===== src/rtl/key_debounce.sv =====
// Multi-channel push-button conditioner.
// Each channel synchronises its raw pin, debounces it with a counter,
// times the hold duration and emits single-cycle press/release/short/long
// events plus a toggle flag that flips on every short press.
// Channels are fully independent; all outputs come straight from flops.
module key_debounce #(
    parameter int CLK_FREQ    = 27_000_000,
    parameter int KEY_NUM     = 2,
    parameter int DEBOUNCE_MS = 20,
    parameter int LONG_MS     = 500,
    parameter int ACTIVE_LOW  = 1
) (
    input  logic               clk,
    input  logic               rst_n,
    input  logic [KEY_NUM-1:0] key,
    output logic [KEY_NUM-1:0] key_level,
    output logic [KEY_NUM-1:0] key_press,
    output logic [KEY_NUM-1:0] key_release,
    output logic [KEY_NUM-1:0] key_short,
    output logic [KEY_NUM-1:0] key_long,
    output logic [KEY_NUM-1:0] key_toggle
);

    localparam int CYC_MS   = CLK_FREQ / 1000;
    localparam int DEB_CNT  = CYC_MS * DEBOUNCE_MS;
    localparam int LONG_CNT = CYC_MS * LONG_MS;
    localparam int DW       = (DEB_CNT > 1) ? $clog2(DEB_CNT) : 1;
    localparam int HW       = $clog2(LONG_CNT + 1);

    localparam logic [DW-1:0] DEB_MAX  = DW'(DEB_CNT - 1);
    localparam logic [HW-1:0] HOLD_MAX = HW'(LONG_CNT);
    localparam logic [HW-1:0] HOLD_PRE = HW'(LONG_CNT - 1);

    // XOR mask that turns the pin into "1 = pressed" regardless of board wiring
    localparam logic [KEY_NUM-1:0] POL_MASK = (ACTIVE_LOW != 0) ? {KEY_NUM{1'b1}}
                                                                : {KEY_NUM{1'b0}};

    localparam logic [1:0] ST_IDLE    = 2'd0;
    localparam logic [1:0] ST_PRESSED = 2'd1;
    localparam logic [1:0] ST_LONG    = 2'd2;

    logic [KEY_NUM-1:0] sync1_d, sync1_q;
    logic [KEY_NUM-1:0] sync2_d, sync2_q;

    // Polarity-normalise the raw pins and feed the two-flop synchroniser
    always_comb begin
        sync1_d = key ^ POL_MASK;
        sync2_d = sync1_q;
    end

    // Synchroniser flops; the first stage may go metastable, only the second is used
    always_ff @(posedge clk or negedge rst_n) begin
        if (!rst_n) begin
            sync1_q <= {KEY_NUM{1'b0}};
            sync2_q <= {KEY_NUM{1'b0}};
        end else begin
            sync1_q <= sync1_d;
            sync2_q <= sync2_d;
        end
    end

    genvar g;
    generate
        for (g = 0; g < KEY_NUM; g++) begin : g_chan
            logic [DW-1:0] dcnt_d, dcnt_q;
            logic [HW-1:0] hcnt_d, hcnt_q;
            logic [1:0]    state_d, state_q;
            logic          level_d, level_q;
            logic          press_d, press_q;
            logic          release_d, release_q;
            logic          short_d, short_q;
            logic          long_d, long_q;
            logic          long_done_d, long_done_q;
            logic          toggle_d, toggle_q;
            logic          hold_run_s;

            // Debouncer: the synchronised level must differ for DEB_CNT
            // consecutive cycles before the debounced level follows it
            always_comb begin
                level_d   = level_q;
                dcnt_d    = dcnt_q;
                press_d   = 1'b0;
                release_d = 1'b0;
                if (sync2_q[g] != level_q) begin
                    if (dcnt_q == DEB_MAX) begin
                        level_d   = sync2_q[g];
                        dcnt_d    = {DW{1'b0}};
                        press_d   = sync2_q[g];
                        release_d = ~sync2_q[g];
                    end else begin
                        dcnt_d = dcnt_q + DW'(1'b1);
                    end
                end else begin
                    dcnt_d = {DW{1'b0}};
                end
            end

            // Hold timer, long/short classification and the press state machine
            always_comb begin
                hold_run_s  = (state_q != ST_IDLE) && !release_d;
                hcnt_d      = hcnt_q;
                long_d      = 1'b0;
                long_done_d = long_done_q;
                state_d     = state_q;

                if (press_d) begin
                    hcnt_d = {HW{1'b0}};
                end else if (hold_run_s && (hcnt_q != HOLD_MAX)) begin
                    hcnt_d = hcnt_q + HW'(1'b1);
                    long_d = (hcnt_q == HOLD_PRE);
                end else begin
                    hcnt_d = hcnt_q;
                end

                if (press_d) begin
                    long_done_d = 1'b0;
                end else if (long_d) begin
                    long_done_d = 1'b1;
                end else begin
                    long_done_d = long_done_q;
                end

                // A release only counts as short if the long event never fired
                short_d  = release_d & ~long_done_q;
                toggle_d = toggle_q ^ short_d;

                case (state_q)
                    ST_IDLE: begin
                        if (press_d) begin
                            state_d = ST_PRESSED;
                        end else begin
                            state_d = ST_IDLE;
                        end
                    end
                    ST_PRESSED: begin
                        if (release_d) begin
                            state_d = ST_IDLE;
                        end else if (long_d) begin
                            state_d = ST_LONG;
                        end else begin
                            state_d = ST_PRESSED;
                        end
                    end
                    ST_LONG: begin
                        if (release_d) begin
                            state_d = ST_IDLE;
                        end else begin
                            state_d = ST_LONG;
                        end
                    end
                    default: begin
                        state_d = ST_IDLE;
                    end
                endcase
            end

            // Per-channel state and registered event outputs
            always_ff @(posedge clk or negedge rst_n) begin
                if (!rst_n) begin
                    dcnt_q      <= {DW{1'b0}};
                    hcnt_q      <= {HW{1'b0}};
                    state_q     <= ST_IDLE;
                    level_q     <= 1'b0;
                    press_q     <= 1'b0;
                    release_q   <= 1'b0;
                    short_q     <= 1'b0;
                    long_q      <= 1'b0;
                    long_done_q <= 1'b0;
                    toggle_q    <= 1'b0;
                end else begin
                    dcnt_q      <= dcnt_d;
                    hcnt_q      <= hcnt_d;
                    state_q     <= state_d;
                    level_q     <= level_d;
                    press_q     <= press_d;
                    release_q   <= release_d;
                    short_q     <= short_d;
                    long_q      <= long_d;
                    long_done_q <= long_done_d;
                    toggle_q    <= toggle_d;
                end
            end

            assign key_level[g]   = level_q;
            assign key_press[g]   = press_q;
            assign key_release[g] = release_q;
            assign key_short[g]   = short_q;
            assign key_long[g]    = long_q;
            assign key_toggle[g]  = toggle_q;
        end
    endgenerate

endmodule

===== config.mk =====
export PLATFORM = sky130hd
export DESIGN_NAME = key_debounce
export DESIGN_NICKNAME = d
export VERILOG_FILES = /design/src/rtl/key_debounce.sv
export SDC_FILE = /design/constraint.sdc
export NUM_CORES = 1
export LEC_CHECK = 0
export CORE_MARGIN = 3
export CORE_UTILIZATION = 60
export DETAILED_ROUTE_END_ITERATION = 8
export PLACE_DENSITY = 0.77
export SLEW_MARGIN = 40
export SYNTH_ARGS = -nofsm -noshare
export SYNTH_HDL_FRONTEND = slang
export SYNTH_SLANG_ARGS = --single-unit

===== constraint.sdc =====
create_clock -name clk -period 2.4 [get_ports clk]
set_input_delay 0.36 -clock clk [delete_from_list [all_inputs] [get_ports clk]]
set_output_delay 0.36 -clock clk [all_outputs]
set_load 0.005 [all_outputs]

==> impl_results.md, run 1 <==
* Nets at about 630
* Worst endpoint required time at between 2 and 3 ns
* Largest family of logic cells by synthesized area: simple AND/OR/NAND/NOR gates
* Unrepaired setup endpoints after global routing: false
* Synth Area in Simple Gates at 0.2930
* Worst setup path class: reg -> reg
* Post-Synth XOR/XNOR Area at 0.05810
* Detail Placement HPWL at between 7000 and 8000 um
* Commonest cells in the netlist: dfrtp_1 (110), nor2_1 (63), nand2_1 (45)
* Clock Tree Buf Depth at 2
* # setup viols final at 0
* FF+latch area at approximately 2800 um2
* Synth Area in Adders at 0.01277
* Largest cells by area after synthesis: dfrtp_1 (47%), nor2_1 (4.0%), xnor2_1 (3.6%), a21oi_1 (3.3%), nand3_1 (3.1%)
* Synth Instances at 616
* DR vias at between 4000 and 5000
* Hold Vio Cnt, Final at 0
* Clock transition at the registers of the reported paths at around 0.10 ns
* GRT overflow at 0
* Sink Count at 110
* Core area at 9371 um2
* CTS Root Cell: clkbuf_8
* Share of layout cells above drive strength 1 at 0.07729
* Crit path capture type: register
* CP Max Fanout at between 40 and 50
* Startpoint types: register
* Period utilization at 0.8936
* CTS tree: done
* WP data arrival at 2.44 ns
* Post-synthesis sequential area ratio at 0.4682
* I/O Pins at 16
* Fillers at 780
* Skew final at approximately 0.007 ns
* Starting Density at 0.6274
* Antenna Nets Post-Route at 0
* Cell Int Power at 2.276 mW
* P&R area growth vs syn at 6.512%
* First-pass GRT wire length at between 20000 and 25000 um
* Power Total at 2.983 mW
* Post-synthesis net count at ~630
* Antenna Cells at 0
* Multiplexer area fraction after synthesis at 0.008938
* Peak supply drop at between 0.0003 and 0.0004 V
* Gate power share at 0.025
* Initial drt markers at between 200 and 300
* DRC viols at 0
* H-tree depth at 3
* Setup Fix Bufs, Post-CTS at 0
* Die H at about 100 um
* Clock power share at 0.347
* PwrDens at roughly 480 nW/um2
* Core Util, Final at 0.6682
* Ys flop type: dfrtp_1
* Syn Area/Cell at between 9 and 10 um2
* Worst skew pair latency at 0.37 ns
* Worst hold-check path type: reg -> reg
* Top cell type's share of synthesized area at 0.4682
* Yosys reg bits at 110
* Area fraction in compound gates after synthesis at 0.1056
* WL/cell at 15.19 um
* Core Rows at 35
* GP Congestion at around 0.83
* Sequential share of power at 0.628
* Slew Viols, Final at 0
* DR vias/cell at roughly 6.1
* Cell Area, Synth at between 5000 and 6000 um2
* Pin count of the biggest net entering global routing at 51
* Netlist cell types at 57
* Switching Fraction at 0.2368
* Outcome: completed
* Worst slew margin at 0.5023
* Cts repair resizes at 0
* Max_cap viols at 0
* Fmax at around 470 MHz
* Pleak at about 2.5 nW
* Port bufs at 15
* Post-synth EDFFs at 0
* Die X at between 100 and 150 um
* Top-count cell post-synth: dfrtp_1
* Ys async rst share at 1.000
* Synth area leader: dfrtp_1
* Die ar. at approximately 11000 um2
* Setup TNS at 0 ns
* Worst-Margin Slew at 0.7465 ns
* Multi-input combinational cell area at 2813 um2
* Post-layout minimum cycle time at ~2.1 ns
* Final WL at roughly 11000 um
* Num CTS Buffers at 9
* Synth Warn # at 0
* Hold Buf Count CTS at 1
* Gr usage total at 0.2203
* Initial antenna violation count at 0
* Vias in the first global route at ~4400
* Switching power total at between 0.7 and 0.8 mW
* Initial DRT Pass Iterations at 4
[worst max-delay path, cell delays in order, from the launching register on]
cell,delay (ns)
dfrtp_1,0.42
ha_1,0.23
and3_4,0.21
and4_4,0.16
a21o_1,0.20
buf_12,0.17
or4_1,0.50
a21oi_1,0.16
[power by group through the flow]
stage          clock network [mW]  logic [mW]  registers (mW)
3_5_place_dp                    0      0.0788            1.91
2_1_floorplan                   0      0.0243            1.91
3_3_place_gp                    0      0.0770            1.91
5_1_grt                      1.16      0.0892            1.87
4_1_cts                      1.08      0.0806            1.87
6_report                     1.03      0.0759            1.87
[registers in the layout (all words and copies together), names as in the netlist]
signal	count
sync1_q	2
g_chan.hcnt_q	48
g_chan.press_q	2
g_chan.short_q	2
g_chan.long_q	2
g_chan.release_q	2
g_chan.toggle_q	2
sync2_q	2
g_chan.dcnt_q	40
g_chan.long_done_q	2
g_chan.state_q	4
g_chan.level_q	2
[worst paths after layout]
check                                    start                   end  depth (start not counted)  slack (ns)
max reg2reg                g_chan[0].dcnt_q[0]  g_chan[0].hcnt_q[22]                          7        0.26
max in group asynchronous                rst_n  g_chan[0].hcnt_q[20]                          3        1.22
min                                 sync1_q[1]            sync2_q[1]                          0        0.36
min reg2reg                         sync1_q[1]            sync2_q[1]                          0        0.36
min in group asynchronous                rst_n  g_chan[1].state_q[0]                          2        0.45
max                        g_chan[0].dcnt_q[0]  g_chan[0].hcnt_q[22]                          7        0.26
[cells in the final DEF (no fill, tap or decap), types with 3 or more instances in the layout]
cell / n
dfrtp_1: 110
nor2_1: 63
nand2_1: 45
a21oi_1: 39
nand3_1: 37
nand4_1: 27
or4_1: 24
xnor2_1: 24
o31ai_1: 22
inv_1: 18
o21ai_0: 17
xor2_1: 15
and4_1: 14
clkdlybuf4s50_1: 14
or3_1: 12
and2_1: 10
buf_4: 10
nor4b_1: 9
clkbuf_8: 9
nor2b_1: 8
and3_1: 8
nor3_1: 8
nor4_1: 6
nand2b_1: 6
ha_1: 6
or2_2: 4
nor4bb_1: 4
a211o_1: 3
mux2i_1: 3
o211ai_1: 3
clkinv_4: 3
buf_12: 3
[logic make-up after synthesis]
logic type      Yosys count
simple gates            301
fa+ha+maj                 6
xor+xnor                 39
compound gates           98
buf+inv                  57
flops                   110
mux                       5
[area by class of cell]
class	instances	area share
Tap cell	129	0.02577
Clock inverter	7	0.009391
Multi-Input combinational cell	449	0.4492
Timing Repair Buffer	28	0.04555
Sequential cell	110	0.4396
Clock buffer	9	0.01978
Inverter	18	0.01079
[per-stage QoR]
| stage | instances | hold slack (ns) | area, um2 | setup slack (ns) |
|---|---|---|---|---|
| 2_1_floorplan | 616 | 0.06441 | 5879 | 0.3281 |
| 3_3_place_gp | 733 | 0.3204 | 6070 | 0.3218 |
| 3_5_place_dp | 733 | 0.3231 | 6070 | 0.2592 |
| 4_1_cts | 750 | 0.3669 | 6262 | 0.2540 |
| 5_1_grt | 750 | 0.3744 | 6262 | 0.1202 |
| 6_report | 750 | 0.3631 | 6262 | 0.2555 |
[per-layer routing]
layer | share of wire | vias to the layer above | GRT usage
met5 | 0 | - | 0
met4 | 0.0091 | 0 | 0.06842
met3 | 0.040 | 11 | 0.04880
met2 | 0.50 | 98 | 0.3653
met1 | 0.45 | 2217 | 0.2888
li1 | - | 2224 | -
(Power assumes the default switching activity.)
==> inputs of run 2 (changes only) <==
Settings changed: CAP_MARGIN set to 10, CTS_BUF_LIST set to sky130_fd_sc_hd__clkbuf_4, DONT_BUFFER_PORTS set to 1, PLACE_DENSITY 0.77 to 0.75.
==> run 2 against run 1 <==
Effect of this change: the flow now finishes with violations (negative hold slack); global-route usage shrank 0.33 points; hold slack lost 0.83 ns; combinational power shrank 54%; critical path depth is the same; fmax shrank 2.1%; utilization shrank 2.2 points; sequential power is essentially flat; via count grew 0.35%; power shrank 5.9%; first-iteration DRC count shrank 11%; sequential share of layout area grew 1.5 points; critical path type unchanged; critical endpoint is now g_chan[0].hcnt_q[9]; largest power group unchanged.
==> impl_results.md, run 2 (synthesis results as in run 1) <==
* Outcome: finished, violations left
* Failing checks: negative hold slack
* Hold WS at -0.4630 ns (-0.8261 ns)
* Most frequent cells in the layout: dfrtp_1 (110), nor2_1 (63), nand2_1 (45)
* Worst skew pair latency at 0.48 ns (+0.11 ns)
* Peak supply drop at 0.0003755 V (-1.4%)
* Skew final at 0.01432 ns (+0.007175 ns)
* Worst hold-check path type: in -> async
* Most common cell after layout, fill and taps aside: dfrtp_1
* Clock Tree Buf Depth at 2 (unchanged)
* Fmax at 456.4 MHz (-2.1%)
* # setup viols final at 0 (unchanged)
* Worst-Margin Slew at 0.7567 ns (+0.01014 ns)
* H-tree depth at 3 (unchanged)
* Crit path capture type: register
* Clock transition at the registers of the reported paths at 0.18 ns (+0.08 ns)
* Max_cap viols at 0 (unchanged)
* Num CTS Buffers at 9 (unchanged)
* Worst endpoint required time at 2.82 ns (+0.12 ns)
* PwrDens at 463.2 nW/um2 (-2.8%)
* DR vias/cell at 6.212 (+2.4%)
* Worst slew margin at 0.4955 (-0.006760)
* Share of layout cells above drive strength 1 at 0.07591 (-0.001387)
* Core Rows at 35 (unchanged)
* Initial antenna violation count at 0 (unchanged)
* Detail Placement HPWL at 7823 um (about the same)
* Die H at 105.0 um (unchanged)
* Cts repair resizes at 0 (unchanged)
* Final WL at 11440 um (+0.40%)
* DR vias at 4566 (+0.35%)
* Hold Buf Count CTS at 2 (+1)
* Die ar. at 11020 um2 (unchanged)
* GP Congestion at 0.8243 (-0.43%)
* Pleak at 2.413 nW (-3.0%)
* Hold Vio Cnt, Final at 110 (+110)
* Max FFs per register at 48 (unchanged)
* Setup crit start: g_chan[0].dcnt_q[0]
* Starting Density at 0.6274 (unchanged)
* CTS tree: done
* Biggest regs: g_chan.hcnt_q (48), g_chan.dcnt_q (40), g_chan.state_q (4)
* Placement Cell Area at 5902 um2 (-2.8%)
* Pin count of the biggest net entering global routing at 111 (+120%)
* CTS Root Cell: clkbuf_4
* Sink Count at 110 (unchanged)
* WP data arrival at 2.61 ns (+0.17 ns)
* Gr usage total at 0.2169 (-0.003335)
* Startpoint types: register
* Die X at 105.0 um (unchanged)
* DRC viols at 0 (unchanged)
* Largest Register: g_chan.hcnt_q
* Antenna Nets Post-Route at 0 (unchanged)
* CP Max Fanout at 47 (unchanged)
* P&R area growth vs syn at 3.043%
* Port bufs at 0 (-15)
* Period utilization at 0.9130 (+0.01948)
* Initial drt markers at 242 (-11%)
* WL/cell at 15.56 um (+2.4%)
* Setup TNS at 0 ns (unchanged)
* Vias in the first global route at 4319 (-2.2%)
* Unrepaired setup endpoints after global routing: false
* Core Util, Final at 0.6465 (-0.02176)
* Initial DRT Pass Iterations at 5 (+1)
* Design area at 6058 um2 (-3.3%)
* GRT overflow at 0 (unchanged)
* Nets at 611 (-2.4%)
* Post-layout minimum cycle time at 2.191 ns (+0.04674 ns)
* Worst setup path class: reg -> reg
* I/O Pins at 16 (unchanged)
* Core area at 9371 um2 (unchanged)
* First-pass GRT wire length at 19840 um (-2.1%)
* Setup Fix Bufs, Post-CTS at 0 (unchanged)
* R2R Path Start: g_chan[0].dcnt_q[0]
* Antenna Cells at 0 (unchanged)
* Slew Viols, Final at 0 (unchanged)
[run 2: metrics by stage]
| step | power [mW] | setup WS [ns] | hold slack [ns] | instances |
|---|---|---|---|---|
| after detailed placement | 1.942 | 0.2162 | 0.06793 | 717 |
| after CTS | 2.829 | 0.2074 | -0.4801 | 735 |
| after floorplan | 1.932 | 0.3281 | 0.06441 | 616 |
| final | 2.806 | 0.2087 | -0.4630 | 735 |
| after global placement | 1.940 | 0.3234 | 0.06746 | 717 |
| after global routing | 2.918 | 0.1178 | -0.5119 | 735 |
[run 2: cell type report]
type / count / area [um2]
inverters: 18 / 67.56
multi-input cells: 449 / 2813
well taps: 129 / 161.4
repair buffers: 13 / 127.6
clock inverters: 7 / 68.82
flip-flops and latches: 110 / 2753
fillers: 784 / 3313
clock buffers: 9 / 67.56
[run 2: final timing paths]
kind | end | slack, ns | cells after the start
max | g_chan[0].hcnt_q[9] | 0.21 | 7
min | g_chan[1].hcnt_q[2] | -0.46 | 0
max reg2reg | g_chan[0].hcnt_q[9] | 0.21 | 7
min reg2reg | sync2_q[0] | 0.38 | 0
max in group asynchronous | g_chan[0].dcnt_q[13] | 2.69 | 0
min in group clk | sync2_q[0] | 0.38 | 0
[run 2: report_power, final]
group	total, mW	internal, mW	switching, mW
Combinational	0.0347	0.0145	0.0202
Sequential	1.88	1.87	0.00944
Clock	0.896	0.237	0.659
[run 2: worst max-delay path, cell delays in order (launching register included)]
cell     delay (ns)
dfrtp_1        0.44
ha_1           0.24
and3_4         0.21
and4_4         0.16
a21o_1         0.20
buf_12         0.18
or4_1          0.51
a21oi_1        0.18
[run 2: layer usage]
layer  track usage  up-vias  share of wire
met4       0.07123        0          0.017
met2        0.3639      107           0.48
met5             0        -              0
li1              -     2200              -
met3       0.05127       21          0.045
met1        0.2773     2238           0.46
==> inputs of run 3 (changes only) <==
Settings changed: CTS_CLUSTER_SIZE set to 10.
==> results of run 3 <==
Final layout, timing and power as in run 2 (identical DEF).
